==> src/rtl/cmul_arbiter.sv <==
// rtl/cmul_arbiter.sv - round-robin arbiter sequencing requests onto one complex multiplier
// One operation in flight; a stuck multiplier is bounded by a WAIT-state timeout.
module cmul_arbiter #(
    parameter int WIDTH   = 32,
    parameter int NUM_REQ = 4,
    parameter int ID_W    = 2,
    parameter int TIMEOUT = 16
) (
    input  logic                       clk,
    input  logic                       rst_n,
    input  logic [NUM_REQ-1:0]         req_valid,
    input  logic [NUM_REQ*WIDTH-1:0]   req_a,
    input  logic [NUM_REQ*WIDTH-1:0]   req_b,
    output logic [NUM_REQ-1:0]         req_ready,
    output logic                       mul_start,
    output logic [WIDTH-1:0]           mul_a,
    output logic [WIDTH-1:0]           mul_b,
    input  logic                       mul_done,
    input  logic [2*WIDTH-1:0]         mul_result,
    output logic                       rsp_valid,
    input  logic                       rsp_ready,
    output logic [ID_W-1:0]            rsp_id,
    output logic [2*WIDTH-1:0]         rsp_result,
    output logic                       rsp_err,
    output logic                       busy
);

    typedef enum logic [1:0] {
        S_IDLE  = 2'd0,
        S_ISSUE = 2'd1,
        S_WAIT  = 2'd2,
        S_RESP  = 2'd3
    } state_t;

    state_t          state;
    state_t          state_nx;
    logic [ID_W-1:0] ptr;
    logic [ID_W-1:0] grant;
    logic            found;
    logic [ID_W-1:0] id_q;
    logic [15:0]     tcnt;
    logic            timed_out;

    // Rotating search starting at ptr; the sum is one bit wider so the wrap is exact for any NUM_REQ.
    always_comb begin
        logic [ID_W:0]   sum;
        logic [ID_W-1:0] idx;
        found = 1'b0;
        grant = '0;
        sum   = '0;
        idx   = '0;
        for (int k = 0; k < NUM_REQ; k++) begin
            sum = {1'b0, ptr} + (ID_W+1)'(k);
            if (sum >= (ID_W+1)'(NUM_REQ)) begin
                sum = sum - (ID_W+1)'(NUM_REQ);
            end
            idx = sum[ID_W-1:0];
            if (!found && req_valid[idx]) begin
                found = 1'b1;
                grant = idx;
            end
        end
    end

    always_comb begin
        req_ready = '0;
        if (state == S_IDLE && found) begin
            req_ready[grant] = 1'b1;
        end
    end

    assign timed_out = (tcnt == 16'(TIMEOUT - 1));
    assign mul_start = (state == S_ISSUE);
    assign rsp_valid = (state == S_RESP);
    assign busy      = (state != S_IDLE);

    always_ff @(posedge clk or negedge rst_n) begin
        if (!rst_n) begin
            state <= S_IDLE;
        end else begin
            state <= state_nx;
        end
    end

    always_comb begin
        state_nx = state;
        case (state)
            S_IDLE:  if (found) state_nx = S_ISSUE;
            S_ISSUE: state_nx = S_WAIT;
            S_WAIT:  if (mul_done || timed_out) state_nx = S_RESP;
            S_RESP:  if (rsp_ready) state_nx = S_IDLE;
            default: state_nx = S_IDLE;
        endcase
    end

    always_ff @(posedge clk or negedge rst_n) begin
        if (!rst_n) begin
            ptr        <= '0;
            id_q       <= '0;
            tcnt       <= '0;
            mul_a      <= '0;
            mul_b      <= '0;
            rsp_id     <= '0;
            rsp_result <= '0;
            rsp_err    <= 1'b0;
        end else begin
            case (state)
                S_IDLE: begin
                    if (found) begin
                        mul_a <= req_a[grant*WIDTH +: WIDTH];
                        mul_b <= req_b[grant*WIDTH +: WIDTH];
                        id_q  <= grant;
                        if (grant == ID_W'(NUM_REQ - 1)) begin
                            ptr <= '0;
                        end else begin
                            ptr <= grant + 1'b1;
                        end
                    end
                end
                S_ISSUE: tcnt <= '0;
                S_WAIT: begin
                    // done on the final allowed cycle still counts as success
                    if (mul_done) begin
                        rsp_result <= mul_result;
                        rsp_err    <= 1'b0;
                        rsp_id     <= id_q;
                    end else if (timed_out) begin
                        rsp_result <= '0;
                        rsp_err    <= 1'b1;
                        rsp_id     <= id_q;
                    end else begin
                        tcnt <= tcnt + 16'd1;
                    end
                end
                default: ;
            endcase
        end
    end

endmodule

==> config.mk <==
export PLATFORM = sky130hd
export DESIGN_NAME = cmul_arbiter
export DESIGN_NICKNAME = d
export VERILOG_FILES = /design/src/rtl/cmul_arbiter.sv
export SDC_FILE = /design/constraint.sdc
export NUM_CORES = 1
export LEC_CHECK = 0
export CORE_AREA = 10 10 172 174
export DETAILED_ROUTE_END_ITERATION = 12
export DIE_AREA = 0 0 182 184
export GPL_ROUTABILITY_DRIVEN = 1
export PLACE_DENSITY_LB_ADDON = 0.08
export SYNTH_ARGS = -nofsm -noshare
export SYNTH_HDL_FRONTEND = slang
export SYNTH_SLANG_ARGS = --single-unit
==> constraint.sdc <==
create_clock -name clk -period 3.3 [get_ports clk]
set_clock_uncertainty 0.2 [all_clocks]
set_input_delay 0.495 -clock clk [delete_from_list [all_inputs] [get_ports clk]]
set_output_delay 0.495 -clock clk [all_outputs]
set_load 0.005 [all_outputs]
==> impl_results.md, run 1 <==
- Placed cells: 1552
- Post-Syn Nets: 1124
- GRT Total Usage: 21.45%
- CTS Buffer Depth: 2
- Int Power: 6.727 mW
- DR vias: 7752
- DP Area: 12860 sq um
- R2R Path End: rsp_result[3]
- Hold Worst Slack: 0.2754 ns
- # H-tree levels: 4
- FILL cells: 2447
- First-pass GRT wire length: 55.11 mm
- Initial antenna violation count: 6
- Post-synthesis cell type count: 39
- Hold Path Depth: 2
- Final total power: 10.47 mW
- Dpl ws: 0.05856 ns
- CP endpoint kind: output pin
- Post-layout util: 52.14%
- Synthesized-area fraction occupied by adder cells: 1.130%
- Setup total negative slack: 0 ns
- Main flop type after synthesis: dfrtp_1
- Cells after Synth: 789
- Chip Height: 184 um
- RR Startpoint: tcnt[0]
- DR DRC count: 0
- Vias in the first global route: 8079
- Ranking of synthesized cells by area: dfrtp_1 49%, mux2i_1 17%, nand2_1 10%
- PD cells: 775.0 nW/um^2
- Syn_area_per_cell: 9.822 sq um
- Starting DRT DRC Count: 485
- Seq pwr share: 30.0%
- R2r worst-path depth: 7
- Most numerous cell in the Yosys netlist: nand2_1
- Sw frac: 35.75%
- Overall die area: 33490 sq um
- Num rows: 59
- Routed wire per std cell: 23.52 um
- Synth Area in Simple Gates: 18.47%
- TritonCTS buffer count: 17
- Setup ws final: 0.09750 ns
- Fraction of the yosys area taken by sequential cells: 49.40%
- GPL Wtd Cong: 0.8352
- Critical Path RT: 2.60 ns
- Slew of the pin with the lowest slew margin: 0.9228 ns
- Grt ovf: 0
- Core Region: 25910 sq um
- Drt first pass iters: 5
- Ys async rst share: 100.0%
- Status: complete, no violations
- TritonCTS clock tree: done
- Clock Power Share: 20.2%
- Crit path from: req_valid[2]
- Top cell type's share of synthesized area: 49.40%
- Synthesis-to-layout area growth: 74.33%
- Number of setup violations in the final report: 0
- Worst endpoint data arrival time: 2.51 ns
- Max IR drop VDD: 0.5781 mV
- Max Slew Vio Count: 0
- Yosys warnings: 0
- Worst slew margin: 38.25%
- Clock latency at the later pin of the worst-skew pair: 0.41 ns
- Comb pwr share: 49.8%
- Commonest cells in the netlist: 206 x nand2_1, 153 x dfrtp_1, 129 x mux2i_1
- Synth Register Bits: 153
- Mux cell area share after synthesis: 17.10%
- Nets: 1572
- Dpl hpwl: 28.78 mm
- Detailed Route WL: 37.34 mm
- Hold Vio Cnt, Final: 0
- Die width: 182 um
- Vias/cell: 4.882
- Finished Cell Area: 13510 sq um
- Yosys top cell by area: dfrtp_1
- MaxCap Viol Count: 0
- Hold/Removal Path Class: reg -> reg
- Switch Pwr: 3.743 mW
- Leak: 6.046 nW
- Fin crit share: 97.05%
- RSZ-0062 raised after global routing: false
- I/O Pins: 466
- Layout cell share with drive strength beyond 1: 5.360%
- Clk slew on worst S/H paths: 0.06 ns
- CTS root buf: clkbuf_16
- Largest net degree at the start of global routing: 85
- CTS sink cnt: 153
- Finished Layout Cells: 1588
- Port Buffer Count: 465
- Setup crit end: req_ready[3]
- Startpoint Class: primary input
- Largest family of logic cells by synthesized area: simple AND/OR/NAND/NOR gates
- Post-synth design cell area: 7750 sq um
- Post-Synth XOR/XNOR Area: 0.9041%
- Routed Antenna Nets: 0
- Worst Setup Path Type: in -> out
- Register-to-register setup slack: 0.69 ns
- CP Max Fanout: 3
- Effective utilization at floorplan: 29.91%
- Fmax: 312.3 MHz
- EDFF count, synth: 0
- Min cycle time layout: 3.203 ns
- Synth Area in Compound Gates: 9.606%
cell families after synthesis:
group           Yosys count
compound gates           93
xor+xnor                  8
fa+ha+maj                 7
buf+inv                  67
flops                   153
mux                     132
simple gates            329
area by class of cell:
cell class                      instances  area (sq um)  share of cell area [%]
Antenna cell                            3         7.507                 0.05557
Tap cell                              335         419.2                   3.102
Inverter                                9         33.78                  0.2500
Clock inverter                         13         181.4                   1.343
Multi-Input combinational cell        569          3699                   27.38
Clock buffer                           19         442.9                   3.278
Timing Repair Buffer                  487          4898                   36.26
Sequential cell                       153          3829                   28.34
critical path, stage by stage:
cell and delay [ns]:
clkdlybuf4s50_1 0.45, nor2b_1 0.16, a21boi_0 0.12, o32a_1 0.39
buf_4 0.16, ha_1 0.17, and2_1 0.13, clkdlybuf4s50_1 0.44
layout by cell type, fill, tap and decap left out, types with 3 or more instances in the layout:
master	Yosys	layout
inv_1	9	9
diode_2	0	3
nand4_1	4	4
xnor2_1	5	5
clkbuf_16	0	17
a21oi_1	10	10
o221ai_1	66	65
nand3_1	70	70
ha_1	7	6
or3_1	5	5
nor2_1	20	19
nand2_2	1	3
bufinv_16	0	3
buf_12	0	6
o21ai_0	8	7
nand2_1	206	204
dfrtp_1	153	153
nor2b_1	4	4
mux2i_1	129	129
inv_6	0	5
xor2_1	3	3
nor3_1	3	3
buf_4	0	15
clkdlybuf4s50_1	0	464
layer usage:
layer  track usage [%]  vias to the layer above  share of wire [%]
met2             36.32                      290                 50
met5                 0                        -              0.072
li1                  -                     3709                  -
met4             4.263                        4                1.1
met3             8.858                       20                9.4
met1             25.01                     3729                 39
worst min path at each step:
stage               startpoint  endpoint  slack [ns]
CTS                    id_q[1]   id_q[1]        0.28
floorplan                rst_n   id_q[0]     -0.0006
global route           id_q[1]   id_q[1]        0.29
detailed placement     id_q[1]   id_q[1]        0.27
global placement       id_q[1]   id_q[1]        0.26
finish                 id_q[1]   id_q[1]        0.28
sequential cells by signal, indices dropped and copies added (netlist names), 2 cells and up:
signal and cells:
mul_a 32, rsp_id 2, tcnt 16, rsp_result 64, state 2, ptr 2, id_q 2, mul_b 32
power groups by stage:
stage               registers, mW  logic (mW)  clock network (mW)
floorplan                    3.19        2.23                   0
global placement             3.13        5.27                   0
detailed placement           3.16        5.30                   0
CTS                          3.14        5.32                2.18
global route                 3.25        5.72                2.27
finish                       3.14        5.22                2.12
what timing repair did:
item                       4_1_cts  5_1_grt
hold endpoints to repair        48        0
buffers inserted                 0        0
resized for setup                0        4
hold buffers                     1        0
setup endpoints to repair        0        4
No activity file was read; power rests on OpenSTA's default activity.
==> run 2, diff against run 1 <==
--- a/config.mk
+++ b/config.mk
@@ -6,6 +6,7 @@
 export NUM_CORES = 1
 export LEC_CHECK = 0
 export CORE_AREA = 10 10 172 174
+export CTS_CLUSTER_SIZE = 10
 export DETAILED_ROUTE_END_ITERATION = 12
 export DIE_AREA = 0 0 182 184
 export GPL_ROUTABILITY_DRIVEN = 1
==> results of run 2 <==
The final DEF is identical to that of run 1; final timing and power are the same.
==> run 3, diff against run 2 <==
--- a/config.mk
+++ b/config.mk
@@ -5,10 +5,10 @@
 export SDC_FILE = /design/constraint.sdc
 export NUM_CORES = 1
 export LEC_CHECK = 0
-export CORE_AREA = 10 10 172 174
+export CORE_AREA = 10 10 174 176
 export CTS_CLUSTER_SIZE = 10
 export DETAILED_ROUTE_END_ITERATION = 12
-export DIE_AREA = 0 0 182 184
+export DIE_AREA = 0 0 184 186
 export GPL_ROUTABILITY_DRIVEN = 1
 export PLACE_DENSITY_LB_ADDON = 0.08
 export SYNTH_ARGS = -nofsm -noshare
==> impl_results.md, run 3 (same netlist as run 1, synthesis figures left out) <==
- Clock latency at the later pin of the worst-skew pair: 0.42 ns
- Effective utilization at floorplan: 29.00%
- Num rows: 60
- Status: complete, no violations
- Commonest non-fill, non-tap cell in the layout: clkdlybuf4s50_1
- Switch Pwr: 3.732 mW
- Final total power: 10.35 mW
- First-pass GRT wire length: 52.23 mm
- Routed wire per std cell: 22.81 um
- Leak: 6.021 nW
- Int Power: 6.617 mW
- Fin crit share: 98.04%
- Seq pwr share: 30.4%
- Biggest register: rsp_result
- Max IR drop VDD: 0.4042 mV
- Vias/cell: 4.847
- TritonCTS buffer count: 17
- Most used cell along the critical path: clkdlybuf4s50_1
- GPL Wtd Cong: 0.8332
- Slowest cell on crit path: clkdlybuf4s50_1
- DR vias: 7731
- CP Max Fanout: 3
- Sw frac: 36.06%
- Most frequent cells in the layout: 464 x clkdlybuf4s50_1, 204 x nand2_1, 153 x dfrtp_1
- Startpoint Class: primary input
- Hold Vio Cnt, Final: 0
- Number of setup violations in the final report: 0
- Nets: 1570
- Max FFs per register: 64
- Worst endpoint data arrival time: 2.54 ns
- Clk slew on worst S/H paths: 0.06 ns
- Comb pwr share: 49.8%
- CP top delay family: buffers and inverters
- Detailed Route WL: 36.39 mm
- Postcts setup bufs: 0
- I/O Pins: 466
- Regs by FF count: rsp_result x64, mul_a x32, mul_b x32
- Overall die area: 34220 sq um
- Initial antenna violation count: 6
- Worst Setup Path Type: in -> out
- CTS Buffer Depth: 2
- Drt first pass iters: 4
- Chip Height: 186 um
- Min cycle time layout: 3.235 ns
- Routed Antenna Nets: 0
- CTS root buf: clkbuf_16
- Critical Path RT: 2.60 ns
- Hold Worst Slack: 0.2833 ns
- Fmax: 309.1 MHz
- Layout cell share with drive strength beyond 1: 5.128%
- # H-tree levels: 4
- Largest stage delay, worst path: 0.65 ns
- CTS sink cnt: 153
- Die width: 184 um
- Dpl hpwl: 27.85 mm
- MaxCap Viol Count: 0
- PD cells: 767.5 nW/um^2
- Cell Chain, Critical Path: clkdlybuf4s50_1, nor2b_1, a21boi_0, o32a_1, nand2b_2, nor2_1, clkdlybuf4s50_1
- Port Buffer Count: 465
- Grt ovf: 0
- Slew of the pin with the lowest slew margin: 0.8405 ns
- Setup total negative slack: 0 ns
- CP endpoint kind: output pin
- Clock Power Share: 19.9%
- Starting DRT DRC Count: 391
- Worst slew margin: 43.76%
- GRT Total Usage: 20.19%
- Max Slew Vio Count: 0
- TritonCTS clock tree: done
- Hold/Removal Path Class: reg -> reg
- Core Region: 26730 sq um
- Largest net degree at the start of global routing: 74
- Synthesis-to-layout area growth: 73.99%
- Vias in the first global route: 8005
- Critical path buffer and inverter count: 2
- DR DRC count: 0
- RSZ-0062 raised after global routing: false
==> run 3: per-layer routing <==
layer	GRT usage (%)	vias to the layer above	share of wire, %
li1	-	3719	-
met2	34.00	315	49
met1	22.55	3663	38
met3	9.593	30	11
met5	0	-	0.093
met4	4.916	4	1.4
==> run 3: power by group through the flow <==
stage / Sequential, mW / Combinational, mW / Clock [mW]
after floorplan: 3.19 / 2.23 / 0
after global placement: 3.14 / 5.22 / 0
after detailed placement: 3.15 / 5.26 / 0
after CTS: 3.14 / 5.27 / 2.13
after global routing: 3.24 / 5.65 / 2.20
final: 3.14 / 5.15 / 2.06
==> run 3: final timing paths <==
check,start,end,slack [ns],depth (start not counted)
setup reg to reg,tcnt[0],rsp_result[39],0.68,7
hold / removal,id_q[1],id_q[1],0.28,2
hold reg to reg,id_q[1],id_q[1],0.28,2
setup / recovery,req_valid[2],req_ready[0],0.06,7
max in group asynchronous,rst_n,rsp_result[49],1.80,3
min in group asynchronous,rst_n,rsp_result[23],0.33,2
==> run 3: through the flow <==
| stage | area (sq um) | std cells | utilization (%) | setup slack (ns) |
|---|---|---|---|---|
| finish | 13480 | 1595 | 50.45 | 0.06476 |
| global route | 13470 | 1591 | 50.42 | 0.004918 |
| CTS | 13460 | 1589 | 50.37 | 0.01771 |
| detailed placement | 12850 | 1556 | 48.08 | 0.03508 |
| global placement | 12850 | 1556 | 48.08 | 0.01709 |
| floorplan | 7750 | 789 | - | 0.7004 |
==> run 3: final cells by class <==
class / count / area [sq um]
multi-input combinational: 569 / 3694
fill: 2460 / 13240
antenna: 6 / 15.01
inverter: 9 / 33.78
clock inverter: 14 / 173.9
sequential: 153 / 3829
clock buffer: 18 / 429.2
tap: 341 / 426.7
timing repair buffer: 485 / 4883
==> run 3: timing repair <==
action / CTS / global route
hold endpoints to repair: 33 / 0
resized for setup: 0 / 3
setup endpoints to repair: 0 / 4
hold buffers: 1 / 0
==> run 3: tightest hold or removal path: stages (launching register included) <==
cell and delay, ns:
dfrtp_1 0.34, nand2_1 0.05, nand2_1 0.06
==> RTL change (config.mk and constraints of run 3) <==
The 4 states of `state_t` get a one-hot encoding in 4 bits.
--- a/src/rtl/cmul_arbiter.sv
+++ b/src/rtl/cmul_arbiter.sv
@@ -25,11 +25,11 @@
     output logic                       busy
 );
 
-    typedef enum logic [1:0] {
-        S_IDLE  = 2'd0,
-        S_ISSUE = 2'd1,
-        S_WAIT  = 2'd2,
-        S_RESP  = 2'd3
+    typedef enum logic [3:0] {
+        S_IDLE  = 4'b0001,
+        S_ISSUE = 4'b0010,
+        S_WAIT  = 4'b0100,
+        S_RESP  = 4'b1000
     } state_t;
 
     state_t          state;
Check against the original RTL: no difference found for any inputs over 4 cycles, from zero or initial values and one cycle with rst_n low; so few cycles prove little.
==> RTL change against run 3 <==
  * The flow now finishes with violations (hold timing)
  * Wire length rose by 8.4%
  * Setup slack improved by 22 ps
  * Area after synthesis rose by 7.0%
  * Utilization rose by 2.1 points
  * Final area rose by 4.1%
  * Sequential power rose by 2%
  * Combinational power rose by 8.7%
  * Hold slack got worse by 300 ps
  * Sequential cell count rose by 2
  * Total power rose by 5.0%
  * Register-to-register slack improved by 50 ps
  * Highest routed layer is now met4
==> RTL change: results (changes against run 3) <==
| Metric | Value |
|---|---|
| Post-synthesis adder-cell area fraction | `0.3018% (-0.83 points)` |
| Cell with the most instances after synthesis | `dfrtp_1` |
| Final Hold Viols | `11 (+11)` |
| PostCTS Resize Cnt | `3 (+3)` |
| CP Data Arrival Time | `2520 ps (-20 ps)` |
| # hold bufs at CTS | `0 (-1)` |
| CP peak stage delay | `560 ps (-90 ps)` |
| Failing checks | `hold timing` |
| LEAKAGE | `5.761 nW (-4.3%)` |
| Post-synthesis xor/xnor area fraction | `0.7395% (-0.16 points)` |
| Worst-Margin Slew | `904.8 ps (+64.31 ps)` |
| Largest net degree at the start of global routing | `156 (+110%)` |
| Final hold slack | `-17.16 ps (-300.5 ps)` |
| Syn Nets | `1113 (-0.98%)` |
| Fraction of area in multi-input gates | `29.21% (+1.8 points)` |
| Non-clk bufs | `494 (+1.9%)` |
| Number of non-clock inverters in the layout | `8 (-1)` |
| Global-route wire length before repair | `57.28 mm (+9.7%)` |
| Synth Register Bits | `155 (+1.3%)` |
| Clock network area share | `4.262% (-0.21 points)` |
| Starting DRT DRC Count | `568 (+45%)` |
| VDD IR max | `0.3718 mV (-8.0%)` |
| Status | `finished, violations left` |
| CP max FO | `10 (+7)` |
| Hold Crit Class | `in -> async` |
| NonClk Buf Share | `35.51% (-0.70 points)` |
| Drt via density | `5.407 (+12%)` |
| Seq area share | `27.65% (-0.74 points)` |
| HPWL after DPL | `28.89 mm (+3.7%)` |
| Multi-In Gates | `534 (-6.2%)` |
| Post-synth cell types | `46 (+18%)` |
| Layout cell share with drive strength beyond 1 | `11.70% (+6.6 points)` |
| Synth area leaders | `dfrtp_1, a22o_1, o31ai_1, nand4_1, mux2_2` |
| Clkbuf count | `17 (-1)` |
| Synth top cells by count | `dfrtp_1, nand4_1, o31ai_1` |
| Placer Congestion | `0.8318 (-0.17%)` |
| Final-stage net count | `1540 (-1.9%)` |
| FILL cells | `2456 (-0.16%)` |
| Critical Path Slowest Stage Cell | `dfstp_2` |
| Synth Area in Compound Gates | `27.24% (+18 points)` |
| Post-synthesis sequential area ratio | `46.80% (-2.6 points)` |
| Vias in the first global route | `8974 (+12%)` |
| Total iterations of the first detailed-routing run | `5 (+1)` |
| Multiplexer share of the synthesized area | `8.753% (-8.3 points)` |
| Post-Route WL | `39.44 mm (+8.4%)` |
==> RTL change: cell count changes in the layout (fill, tap and decap cells not counted), moves of 59 or more <==
cell	change
mux2i_1	-97
nand4_1	+63
nand2_1	-158
nand3_1	-59
a22o_1	+63
o31ai_1	+65
o221ai_1	-65
==> RTL change: through the flow <==
step                      utilization, %  setup slack [ps]  power [W]  cells  cell area, um2
after floorplan                        -             651.1   0.005806    783            8290
final                              52.50             87.18    0.01087   1569           14030
after global routing               52.50            0.3251    0.01155   1569           14030
after CTS                          52.45             53.83    0.01100   1563           14020
after global placement             50.20             173.2   0.008832   1532           13420
after detailed placement           50.20             172.6   0.008876   1532           13420
==> RTL change: path summary, 6_finish.rpt <==
| check | start | cells past startpoint | endpoint | slack [ps] |
|---|---|---|---|---|
| max | state[0] | 5 | req_ready[3] | 90 |
| min | rst_n | 2 | rsp_result[32] | -20 |
| max reg2reg | state[0] | 7 | mul_a[28] | 730 |
| min reg2reg | id_q[1] | 1 | id_q[1] | 290 |
| max in group asynchronous | rst_n | 2 | mul_b[6] | 2220 |
| min in group clk | id_q[1] | 1 | id_q[1] | 290 |
==> RTL change: power by group <==
group | internal (W) | switching, W | total (W) | leakage (nW)
logic | 0.00310 | 0.00250 | 0.00560 | 3.51
clock network | 0.00115 | 0.000926 | 0.00207 | 0.289
registers | 0.00272 | 0.000474 | 0.00319 | 1.96
==> RTL change: kinds of logic after synthesis <==
logic type,after synthesis
buffers and inverters,94
xor gates and xnor gates,7
and+or+nand+nor,173
AOI/OAI and AO/OA,284
adders and majority gates,2
DFF,155
muxes,68
==> RTL change: per-layer routing <==
layer	up-vias	GRT usage, %	part of all wire (%)
li1	3912	-	-
met1	4164	24.67	38
met2	366	37.03	50
met3	42	8.696	9.9
met4	0	7.637	2.1
met5	-	0	0
